### src/rtl/pipeline_hazard_ctrl_pkg.sv
// Shared types for the pipeline buffer controllers: FSM states, the
// buffer-control bundle and the canned control patterns used by the hazard unit.
package pipe_ctrl_pkg;

  typedef enum logic {
    RUN      = 1'b0,
    MDU_WAIT = 1'b1
  } ctrl_state_t;

  localparam logic [4:0] REG_ZERO = 5'd0;

  typedef struct packed {
    logic pc_write;
    logic ifid_write;
    logic ifid_flush;
    logic idex_write;
    logic idex_bubble;
  } buf_ctrl_t;

  localparam buf_ctrl_t CTRL_RUN = '{pc_write: 1'b1, ifid_write: 1'b1, ifid_flush: 1'b0,
                                     idex_write: 1'b1, idex_bubble: 1'b0};
  localparam buf_ctrl_t CTRL_FLUSH = '{pc_write: 1'b1, ifid_write: 1'b1, ifid_flush: 1'b1,
                                       idex_write: 1'b1, idex_bubble: 1'b1};
  localparam buf_ctrl_t CTRL_STALL = '{pc_write: 1'b0, ifid_write: 1'b0, ifid_flush: 1'b0,
                                       idex_write: 1'b1, idex_bubble: 1'b1};
  localparam buf_ctrl_t CTRL_FREEZE = '{pc_write: 1'b0, ifid_write: 1'b0, ifid_flush: 1'b0,
                                        idex_write: 1'b0, idex_bubble: 1'b0};
  localparam buf_ctrl_t CTRL_RESET = '{pc_write: 1'b0, ifid_write: 1'b0, ifid_flush: 1'b1,
                                       idex_write: 1'b1, idex_bubble: 1'b1};

endpackage

### src/rtl/pipeline_hazard_ctrl_if.sv
// Hazard-unit bundle: ID/EX hazard sources from the datapath and the
// buffer write/flush/bubble controls returned by the controller.
interface pipeline_hazard_ctrl_if #(
  parameter int REG_W = 5
);
  logic [REG_W-1:0] id_rs;
  logic [REG_W-1:0] id_rt;
  logic             id_uses_rs;
  logic             id_uses_rt;
  logic [REG_W-1:0] ex_rt;
  logic             ex_mem_read;
  logic             ex_branch_taken;
  logic             ex_mdu_start;

  logic pc_write;
  logic ifid_write;
  logic ifid_flush;
  logic idex_write;
  logic idex_bubble;
  logic mdu_busy;

  modport master (
    output id_rs, id_rt, id_uses_rs, id_uses_rt, ex_rt, ex_mem_read,
           ex_branch_taken, ex_mdu_start,
    input  pc_write, ifid_write, ifid_flush, idex_write, idex_bubble, mdu_busy
  );

  modport slave (
    input  id_rs, id_rt, id_uses_rs, id_uses_rt, ex_rt, ex_mem_read,
           ex_branch_taken, ex_mdu_start,
    output pc_write, ifid_write, ifid_flush, idex_write, idex_bubble, mdu_busy
  );
endinterface

### src/rtl/pipeline_hazard_ctrl_load_use_detect.sv
// Combinational load-use detector: flags an ID instruction reading the
// register a load in EX is about to write; $0 never counts as a dependence.
module load_use_detect
  import pipe_ctrl_pkg::*;
#(
  parameter int REG_W = 5
) (
  input  logic [REG_W-1:0] id_rs,
  input  logic [REG_W-1:0] id_rt,
  input  logic             id_uses_rs,
  input  logic             id_uses_rt,
  input  logic [REG_W-1:0] ex_rt,
  input  logic             ex_mem_read,
  output logic             hazard
);

  logic ex_rt_live;
  logic rs_dep;
  logic rt_dep;

  assign ex_rt_live = (ex_rt != REG_W'(REG_ZERO));
  assign rs_dep     = id_uses_rs && (id_rs == ex_rt);
  assign rt_dep     = id_uses_rt && (id_rt == ex_rt);
  assign hazard     = ex_mem_read && ex_rt_live && (rs_dep || rt_dep);

endmodule

### src/rtl/pipeline_hazard_ctrl.sv
// Pipeline hazard controller: drives PC, IF/ID and ID/EX load/flush/bubble
// controls. Optional HAZARD_PERF_EN adds stall and flush performance counters.
module pipeline_hazard_ctrl
  import pipe_ctrl_pkg::*;
#(
  parameter int MDU_LATENCY = 4,
  parameter int REG_W       = 5
) (
  input  logic                  clk,
  input  logic                  rst,
  pipeline_hazard_ctrl_if.slave hz
`ifdef HAZARD_PERF_EN
  ,
  output logic [31:0]           perf_stall_cycles,
  output logic [31:0]           perf_flushes
`endif
);

  localparam int CNT_W = $clog2(MDU_LATENCY);
  localparam logic [CNT_W-1:0] CNT_START = CNT_W'(MDU_LATENCY - 2);

  ctrl_state_t      state_q, state_d;
  logic [CNT_W-1:0] cnt_q, cnt_d;
  buf_ctrl_t        ctrl;
  logic             busy;
  logic             load_use;

  load_use_detect #(.REG_W(REG_W)) u_load_use (
    .id_rs      (hz.id_rs),
    .id_rt      (hz.id_rt),
    .id_uses_rs (hz.id_uses_rs),
    .id_uses_rt (hz.id_uses_rt),
    .ex_rt      (hz.ex_rt),
    .ex_mem_read(hz.ex_mem_read),
    .hazard     (load_use)
  );

  always_ff @(posedge clk) begin
    if (rst) begin
      state_q <= RUN;
      cnt_q   <= '0;
    end else begin
      state_q <= state_d;
      cnt_q   <= cnt_d;
    end
  end

  // The mult/div start cycle already freezes the front end, so MDU_WAIT only
  // covers the remaining MDU_LATENCY-2 cycles and is skipped when that is zero.
  always_comb begin
    state_d = state_q;
    cnt_d   = cnt_q;
    ctrl    = CTRL_RUN;
    busy    = 1'b0;
    if (rst) begin
      ctrl = CTRL_RESET;
    end else begin
      unique case (state_q)
        RUN: begin
          if (hz.ex_branch_taken) begin
            ctrl = CTRL_FLUSH;
          end else if (hz.ex_mdu_start) begin
            ctrl = CTRL_FREEZE;
            if (MDU_LATENCY > 2) begin
              state_d = MDU_WAIT;
              cnt_d   = CNT_START;
            end
          end else if (load_use) begin
            ctrl = CTRL_STALL;
          end
        end
        MDU_WAIT: begin
          ctrl  = CTRL_FREEZE;
          busy  = 1'b1;
          cnt_d = cnt_q - 1'b1;
          if (cnt_q <= CNT_W'(1)) begin
            state_d = RUN;
            cnt_d   = '0;
          end
        end
        default: begin
          state_d = RUN;
          cnt_d   = '0;
        end
      endcase
    end
  end

  assign hz.pc_write    = ctrl.pc_write;
  assign hz.ifid_write  = ctrl.ifid_write;
  assign hz.ifid_flush  = ctrl.ifid_flush;
  assign hz.idex_write  = ctrl.idex_write;
  assign hz.idex_bubble = ctrl.idex_bubble;
  assign hz.mdu_busy    = busy;

`ifdef HAZARD_PERF_EN
  always_ff @(posedge clk) begin
    if (rst) begin
      perf_stall_cycles <= '0;
      perf_flushes      <= '0;
    end else begin
      if (!ctrl.pc_write) perf_stall_cycles <= perf_stall_cycles + 32'd1;
      if (ctrl.ifid_flush) perf_flushes <= perf_flushes + 32'd1;
    end
  end
`endif

endmodule

### src/flat_wrapper.sv
// flat-port wrapper written by rule: the top's interface ports become plain ports
module pipeline_hazard_ctrl_flat import pipe_ctrl_pkg::*;
#(
  parameter int MDU_LATENCY = 4,
  parameter int REG_W       = 5
)
  (clk, rst, hz_id_rs, hz_id_rt, hz_id_uses_rs, hz_id_uses_rt, hz_ex_rt, hz_ex_mem_read, hz_ex_branch_taken, hz_ex_mdu_start, hz_pc_write, hz_ifid_write, hz_ifid_flush, hz_idex_write, hz_idex_bubble, hz_mdu_busy);
  pipeline_hazard_ctrl_if #(.REG_W(REG_W)) hz_i ();
  input  logic clk;
  input  logic rst;
  input wire logic [$bits(hz_i.id_rs)-1:0] hz_id_rs;
  input wire logic [$bits(hz_i.id_rt)-1:0] hz_id_rt;
  input wire logic [$bits(hz_i.id_uses_rs)-1:0] hz_id_uses_rs;
  input wire logic [$bits(hz_i.id_uses_rt)-1:0] hz_id_uses_rt;
  input wire logic [$bits(hz_i.ex_rt)-1:0] hz_ex_rt;
  input wire logic [$bits(hz_i.ex_mem_read)-1:0] hz_ex_mem_read;
  input wire logic [$bits(hz_i.ex_branch_taken)-1:0] hz_ex_branch_taken;
  input wire logic [$bits(hz_i.ex_mdu_start)-1:0] hz_ex_mdu_start;
  output wire logic [$bits(hz_i.pc_write)-1:0] hz_pc_write;
  output wire logic [$bits(hz_i.ifid_write)-1:0] hz_ifid_write;
  output wire logic [$bits(hz_i.ifid_flush)-1:0] hz_ifid_flush;
  output wire logic [$bits(hz_i.idex_write)-1:0] hz_idex_write;
  output wire logic [$bits(hz_i.idex_bubble)-1:0] hz_idex_bubble;
  output wire logic [$bits(hz_i.mdu_busy)-1:0] hz_mdu_busy;
  assign hz_i.id_rs = hz_id_rs;
  assign hz_i.id_rt = hz_id_rt;
  assign hz_i.id_uses_rs = hz_id_uses_rs;
  assign hz_i.id_uses_rt = hz_id_uses_rt;
  assign hz_i.ex_rt = hz_ex_rt;
  assign hz_i.ex_mem_read = hz_ex_mem_read;
  assign hz_i.ex_branch_taken = hz_ex_branch_taken;
  assign hz_i.ex_mdu_start = hz_ex_mdu_start;
  assign hz_pc_write = hz_i.pc_write;
  assign hz_ifid_write = hz_i.ifid_write;
  assign hz_ifid_flush = hz_i.ifid_flush;
  assign hz_idex_write = hz_i.idex_write;
  assign hz_idex_bubble = hz_i.idex_bubble;
  assign hz_mdu_busy = hz_i.mdu_busy;
  pipeline_hazard_ctrl #(.MDU_LATENCY(MDU_LATENCY), .REG_W(REG_W)) u_core (.clk(clk), .rst(rst), .hz(hz_i));
endmodule
### config.mk
export PLATFORM = sky130hd
export DESIGN_NAME = pipeline_hazard_ctrl_flat
export DESIGN_NICKNAME = d
export VERILOG_FILES = /design/src/rtl/pipeline_hazard_ctrl_pkg.sv /design/src/rtl/pipeline_hazard_ctrl_if.sv /design/src/rtl/pipeline_hazard_ctrl_load_use_detect.sv /design/src/rtl/pipeline_hazard_ctrl.sv /design/src/flat_wrapper.sv
export SDC_FILE = /design/constraint.sdc
export NUM_CORES = 1
export LEC_CHECK = 0
export ABC_AREA = 0
export CAP_MARGIN = 25
export CORE_AREA = 4 4 41 43
export DETAILED_ROUTE_END_ITERATION = 10
export DIE_AREA = 0 0 45 47
export DONT_BUFFER_PORTS = 1
export GPL_TIMING_DRIVEN = 1
export SYNTH_ARGS = -nofsm -noshare
export SYNTH_HDL_FRONTEND = slang
export SYNTH_SLANG_ARGS = --single-unit
### constraint.sdc
create_clock -name clk -period 1.35 [get_ports clk]
set_input_delay 0.135 -clock clk [delete_from_list [all_inputs] [get_ports clk]]
set_output_delay 0.135 -clock clk [all_outputs]
set_load 0.01 [all_outputs]
# --- After elaboration in Yosys (flattened, before gate mapping) ---
# Index checks and enable logic that the tools add are counted.
word_totals:
  out_inout_bits: 6
  regBits: 3
  elab_cells: 31
classes:
  n_eq_ne: 4
  mux: 15
  reduce_logical: 7
  n_lt_le_gt_ge: 1
  addsub: 1
  bitwise_logic: 1
ops:
  columns: ["operator", "count"]
  rows:
  - ["$mux W5", 4]
  - ["$eq A5 B5 Y1", 2]
  - ["$pmux W5 S2", 1]
  - ["$mux W2", 3]
  - ["$mux W1", 5]
  - ["$reduce_bool A5 Y1", 1]
  - ["$logic_and A1 B1 Y1", 4]
  - ["$ne A2 B2 Y1 const B", 2]
  - ["$pmux W2 S2", 1]
  - ["$le A2 B1 Y1 const B", 1]
  - ["$pmux W1 S2", 1]
  - ["$reduce_and A2 Y1", 1]
  - ["$sub A2 B1 Y2 const B", 1]
  - ["$logic_or A1 B1 Y1", 1]
  - ["$not A1 Y1", 1]

# --- Depth between registers and ports, before layout ---
logic_depth:
  depth_word: 9
  ltp_mapped: 5
  mapped_depth_nobuf: 4

# --- Modules after synthesis ---
# A second synthesis with hierarchy kept.
unflattened:
  hier_cells: 40
  area_unflattened_um2: 302.8
by_module_without_submodules:
  columns: ["mod", "area_each_um2", "cells_per_inst", "instances", "seq_area_each_um2"]
  rows:
  - ["pipeline_hazard_ctrl", 168.9, 23, 1, 60.1]
  - ["load_use_detect", 133.9, 17, 1, 0.0]

# --- Worst setup path after synthesis ---
# OpenSTA, ideal clock, no wires.
synth_timing:
  kind: "input to output"
  from: "input port hz_ex_rt[3]"
  to: "output port hz_pc_write"
  t_arrival_ns: 1.214
  t_required_ns: 1.215
  stages: 5
  slack_ns: 0.001
  path_cell_list: "xor2_1 -> nor4_2 -> a32oi_1 -> o311a_1 -> buf_4"
synth_via:
  elab_chain_cells: 9
  elab_cells_between_ends: 13
synth_lines:
  columns: ["item", "line", "source"]
  rows:
  - ["from (decl)", "flat_wrapper.sv:15", "input wire logic [$bits(hz_i.ex_rt)-1:0] hz_ex_rt;"]
  - ["$eq A5 B5 Y1 (on tied branches)", "pipeline_hazard_ctrl_load_use_detect.sv:22, pipeline_hazard_ctrl_load_use_detect.sv:23", null]
  - ["$logic_and A1 B1 Y1 (on tied branches)", "pipeline_hazard_ctrl_load_use_detect.sv:22, pipeline_hazard_ctrl_load_use_detect.sv:23", null]
  - ["$logic_or A1 B1 Y1", "pipeline_hazard_ctrl_load_use_detect.sv:24", "assign hazard = ex_mem_read && ex_rt_live && (rs_dep || rt_dep);"]
  - ["$logic_and A1 B1 Y1 (*)", "pipeline_hazard_ctrl_load_use_detect.sv:24", null]
  - ["$mux W5 (*)", "pipeline_hazard_ctrl.sv:68", "end else if (load_use) begin"]
  - ["$mux W5 (*)", "pipeline_hazard_ctrl.sv:62", "end else if (hz.ex_mdu_start) begin"]
  - ["$mux W5 (*)", "pipeline_hazard_ctrl.sv:60", "if (hz.ex_branch_taken) begin"]
  - ["$pmux W5 S2 (*)", "pipeline_hazard_ctrl.sv:58", "unique case (state_q)"]
  - ["$mux W5 (*)", "pipeline_hazard_ctrl.sv:55", "if (rst) begin"]
  - ["to (decl)", "flat_wrapper.sv:19", "output wire logic [$bits(hz_i.pc_write)-1:0] hz_pc_write;"]
# Every way passes the cells marked *; elsewhere a longest branch is shown, timed or not.

# --- Worst setup path in the final report ---
layout_timing:
  from: "register u_core.state_q"
  to: "output port hz_idex_bubble"
layout_via:
  elab_chain_cells: 3
layout_lines:
  columns: ["item", "line", "source"]
  rows:
  - ["from (decl)", "pipeline_hazard_ctrl.sv:22", "ctrl_state_t state_q, state_d;"]
  - ["from (signal assigned)", "pipeline_hazard_ctrl.sv:43", "state_q <= state_d;"]
  - ["$not A1 Y1", "pipeline_hazard_ctrl.sv:58", null]
  - ["$pmux W5 S2 (*)", "pipeline_hazard_ctrl.sv:58", null]
  - ["$mux W5 (*)", "pipeline_hazard_ctrl.sv:55", null]
  - ["to (decl)", "flat_wrapper.sv:23", "output wire logic [$bits(hz_i.idex_bubble)-1:0] hz_idex_bubble;"]
# Marked as above.

==> results_dict.tcl <==
set metrics [dict create \
    drive_above_1_share_pct 30.2 \
    avgSynthCellArea_um2 7.97 \
    drv_cap 0 \
    finalHoldViolCount 0 \
    multi_input_area_um2 284 \
    fmax_mhz 765 \
    die_h_um 47 \
    status "complete, no violations" \
    initialDrtViolationCount 4 \
    cp.required_ns 1.22 \
    ir_worst_vdd_mv 0.306 \
    register_area_um2 61.3 \
    area_growth_pct 38.4 \
    synth_edf_count 0 \
    startpoint_type "register" \
    tightest_slew_ns 0.283 \
    relSlewSlack_pct 81.1 \
    diodes 0 \
    routed_wl_um 815 \
    cts_tree "built" \
    dpl.cell_count 53 \
    grt_pass1_vias 333 \
    synth_nets 60 \
    final_net_count 66 \
    rows 13 \
    place_congestion 0.843 \
    grt_use_total_pct 8.13 \
    worstPathArrival_ns 1.17 \
    synth_cell_types 21 \
    holdCritPathClass "in -> reg" \
    nFillCells 144 \
    port_buffers 0 \
    grt_first_pass_wirelength_um 1230 \
    powerDensity_nw_per_um2 810 \
    clock_latency_ns 0.23 \
    syn_area_um2 303 \
    wl_per_cell_um 14.1 \
    finalCriticalPeriod_ns 1.31 \
    htreeDepth 1 \
    cts_made_buffers 3 \
    grt_setup_unrepaired "false" \
    die_w_um 45 \
    io_pins 28 \
    vias_per_cell 5.24 \
    timing.hold.ws_ns 0.0629 \
    worst_path_largest_cell_delay_ns 0.34 \
    power.leakage_nw 0.140 \
    ys_seq_area_share_pct 19.8 \
    ant_nets 0 \
    num_vias 304 \
    synthArstFlopShare_pct 0 \
    ys_warn_count 0 \
    clockBufferDepth 2 \
    post-route-util_pct 32.2 \
    antenna_found_initial 0 \
    worstSetupPathType "reg -> out" \
    dieArea_um2 2120 \
    cp_max_fo 5 \
    grt_max_degree 6 \
    drc_errors 0 \
    cts_num_sinks 3 \
    syn_inst 38 \
    cts_setup_buffers 0 \
    clockRootBuffer "clkbuf_4" \
    initial_utilization_pct 23.3 \
    period_share_pct 96.9 \
    hpwlAfterDp_um 674 \
    crit_slowest_cell "dfxtp_2" \
    end_kind "primary output" \
    path_clk_slew_ns 0.04 \
    overflow 0 \
    clock_skew_ns 0.00520 \
    worstPathCellList "or2_4 -> o31ai_4 -> buf_6" \
    ys_ff_latch 3 \
    drt-pass1-iter-count 2 \
    core_area_um2 1300 \
    fin_cells 58 \
    report.final.slew_viol_count 0 \
    ys.flop_type "dfxtp_1" \
    setup_violations 0 \
]
==> cell families (layout without fill, tap and decap cells) <==
logic type	count (synthesis)	count (layout)	synth area share, %
and+or+nand+nor	13	13	26.0
muxes	1	1	3.31
AOI/OAI and AO/OA	8	8	16.9
buffers and inverters	3	8	4.96
xor gates and xnor gates	10	10	28.9
DFF	3	3	19.8
==> layout make-up <==
type / count / share of cell area, %
Inverter: 2 / 1.79
Clock buffer: 4 / 6.27
Timing Repair Buffer: 2 / 5.07
Sequential cell: 3 / 14.6
Multi-Input combinational cell: 32 / 67.8
Tap cell: 15 / 4.48
==> metal layers <==
| layer | part of all wire (%) | global-route usage, % | up-vias |
|---|---|---|---|
| met2 | 46 | 14.1 | 28 |
| met3 | 17 | 4.21 | 0 |
| li1 | - | - | 143 |
| met5 | 0 | 0 | - |
| met4 | 0 | 1.75 | 0 |
| met1 | 37 | 8.84 | 133 |
==> stage by stage <==
stage	power (W)	setup slack (ns)	setup TNS (ns)	cell area, um^2
2_1_floorplan	0.000156	0.000683	0	303
3_3_place_gp	0.000165	0.00159	0	322
3_5_place_dp	0.000165	-0.0197	-0.0395	322
4_1_cts	0.000330	-0.0152	-0.0152	368
5_1_grt	0.000361	0.00589	0	419
6_report	0.000340	0.0423	0	419
==> critical path: cells and delay by family, from the launching register on <==
kind	cells	cell delay, ns
AOI/OAI and AO/OA	1	0.23
and+or+nand+nor	1	0.25
DFF	1	0.34
buffers and inverters	1	0.13
==> layout by cell type (no fill, tap or decap), drive strengths merged <==
cell type and n:
xor2 8, clkbuf 4, nor2 3, a21oi 3, dfxtp 3, inv 2
nor4 2, xnor2 2, nand2b 2, o21ai 2, or2 1, nand2 1
and2 1, a32oi 1, or4 1, o31ai 1, o311a 1, nand3b 1
nand3 1, mux2i 1, dlygate4sd3 1, buf 1
==> registers in the layout, summed over array words and instances, names as in the netlist <==
signal and count:
u_core.cnt_q 2, u_core.state_q 1
==> worst paths after layout <==
kind / startpoint / to / slack (ns) / cells past startpoint
worst min register to register: u_core.cnt_q[0]$_SDFFE_PP0P_ / u_core.cnt_q[0]$_SDFFE_PP0P_ / 0.49 / 2
worst max register to register: u_core.state_q$_SDFF_PP0_ / u_core.state_q$_SDFF_PP0_ / 0.38 / 4
worst max-delay path: u_core.state_q$_SDFF_PP0_ / hz_idex_bubble / 0.04 / 3
worst min-delay path: hz_ex_mdu_start / u_core.state_q$_SDFF_PP0_ / 0.06 / 2
==> repair_timing <==
item / CTS / global route
hold buffers: 1 / 0
pin swaps: 1 / 3
endpoints found under the setup margin: 3 / 3
resized for setup: 4 / 8
endpoints found under the hold margin: 2 / 0
==> report_power, final <==
part	switching [W]	total [W]	internal, W
Combinational	0.0000443	0.0000884	0.0000441
Sequential	0.00000451	0.0000986	0.0000940
Clock	0.0000423	0.000153	0.000110
Total	0.0000911	0.000340	0.000249
==> cells in the mapped netlist (2+ instances only) <==
library cell / instances / area (um^2)
nand2b_1: 2 / 12.5
dfxtp_1: 3 / 60.1
inv_1: 2 / 7.51
o21ai_0: 2 / 10.0
xor2_1: 8 / 70.1
a21oi_1: 3 / 15.0
xnor2_1: 2 / 17.5
nor2_1: 3 / 11.3
(Power assumes the default switching activity.)
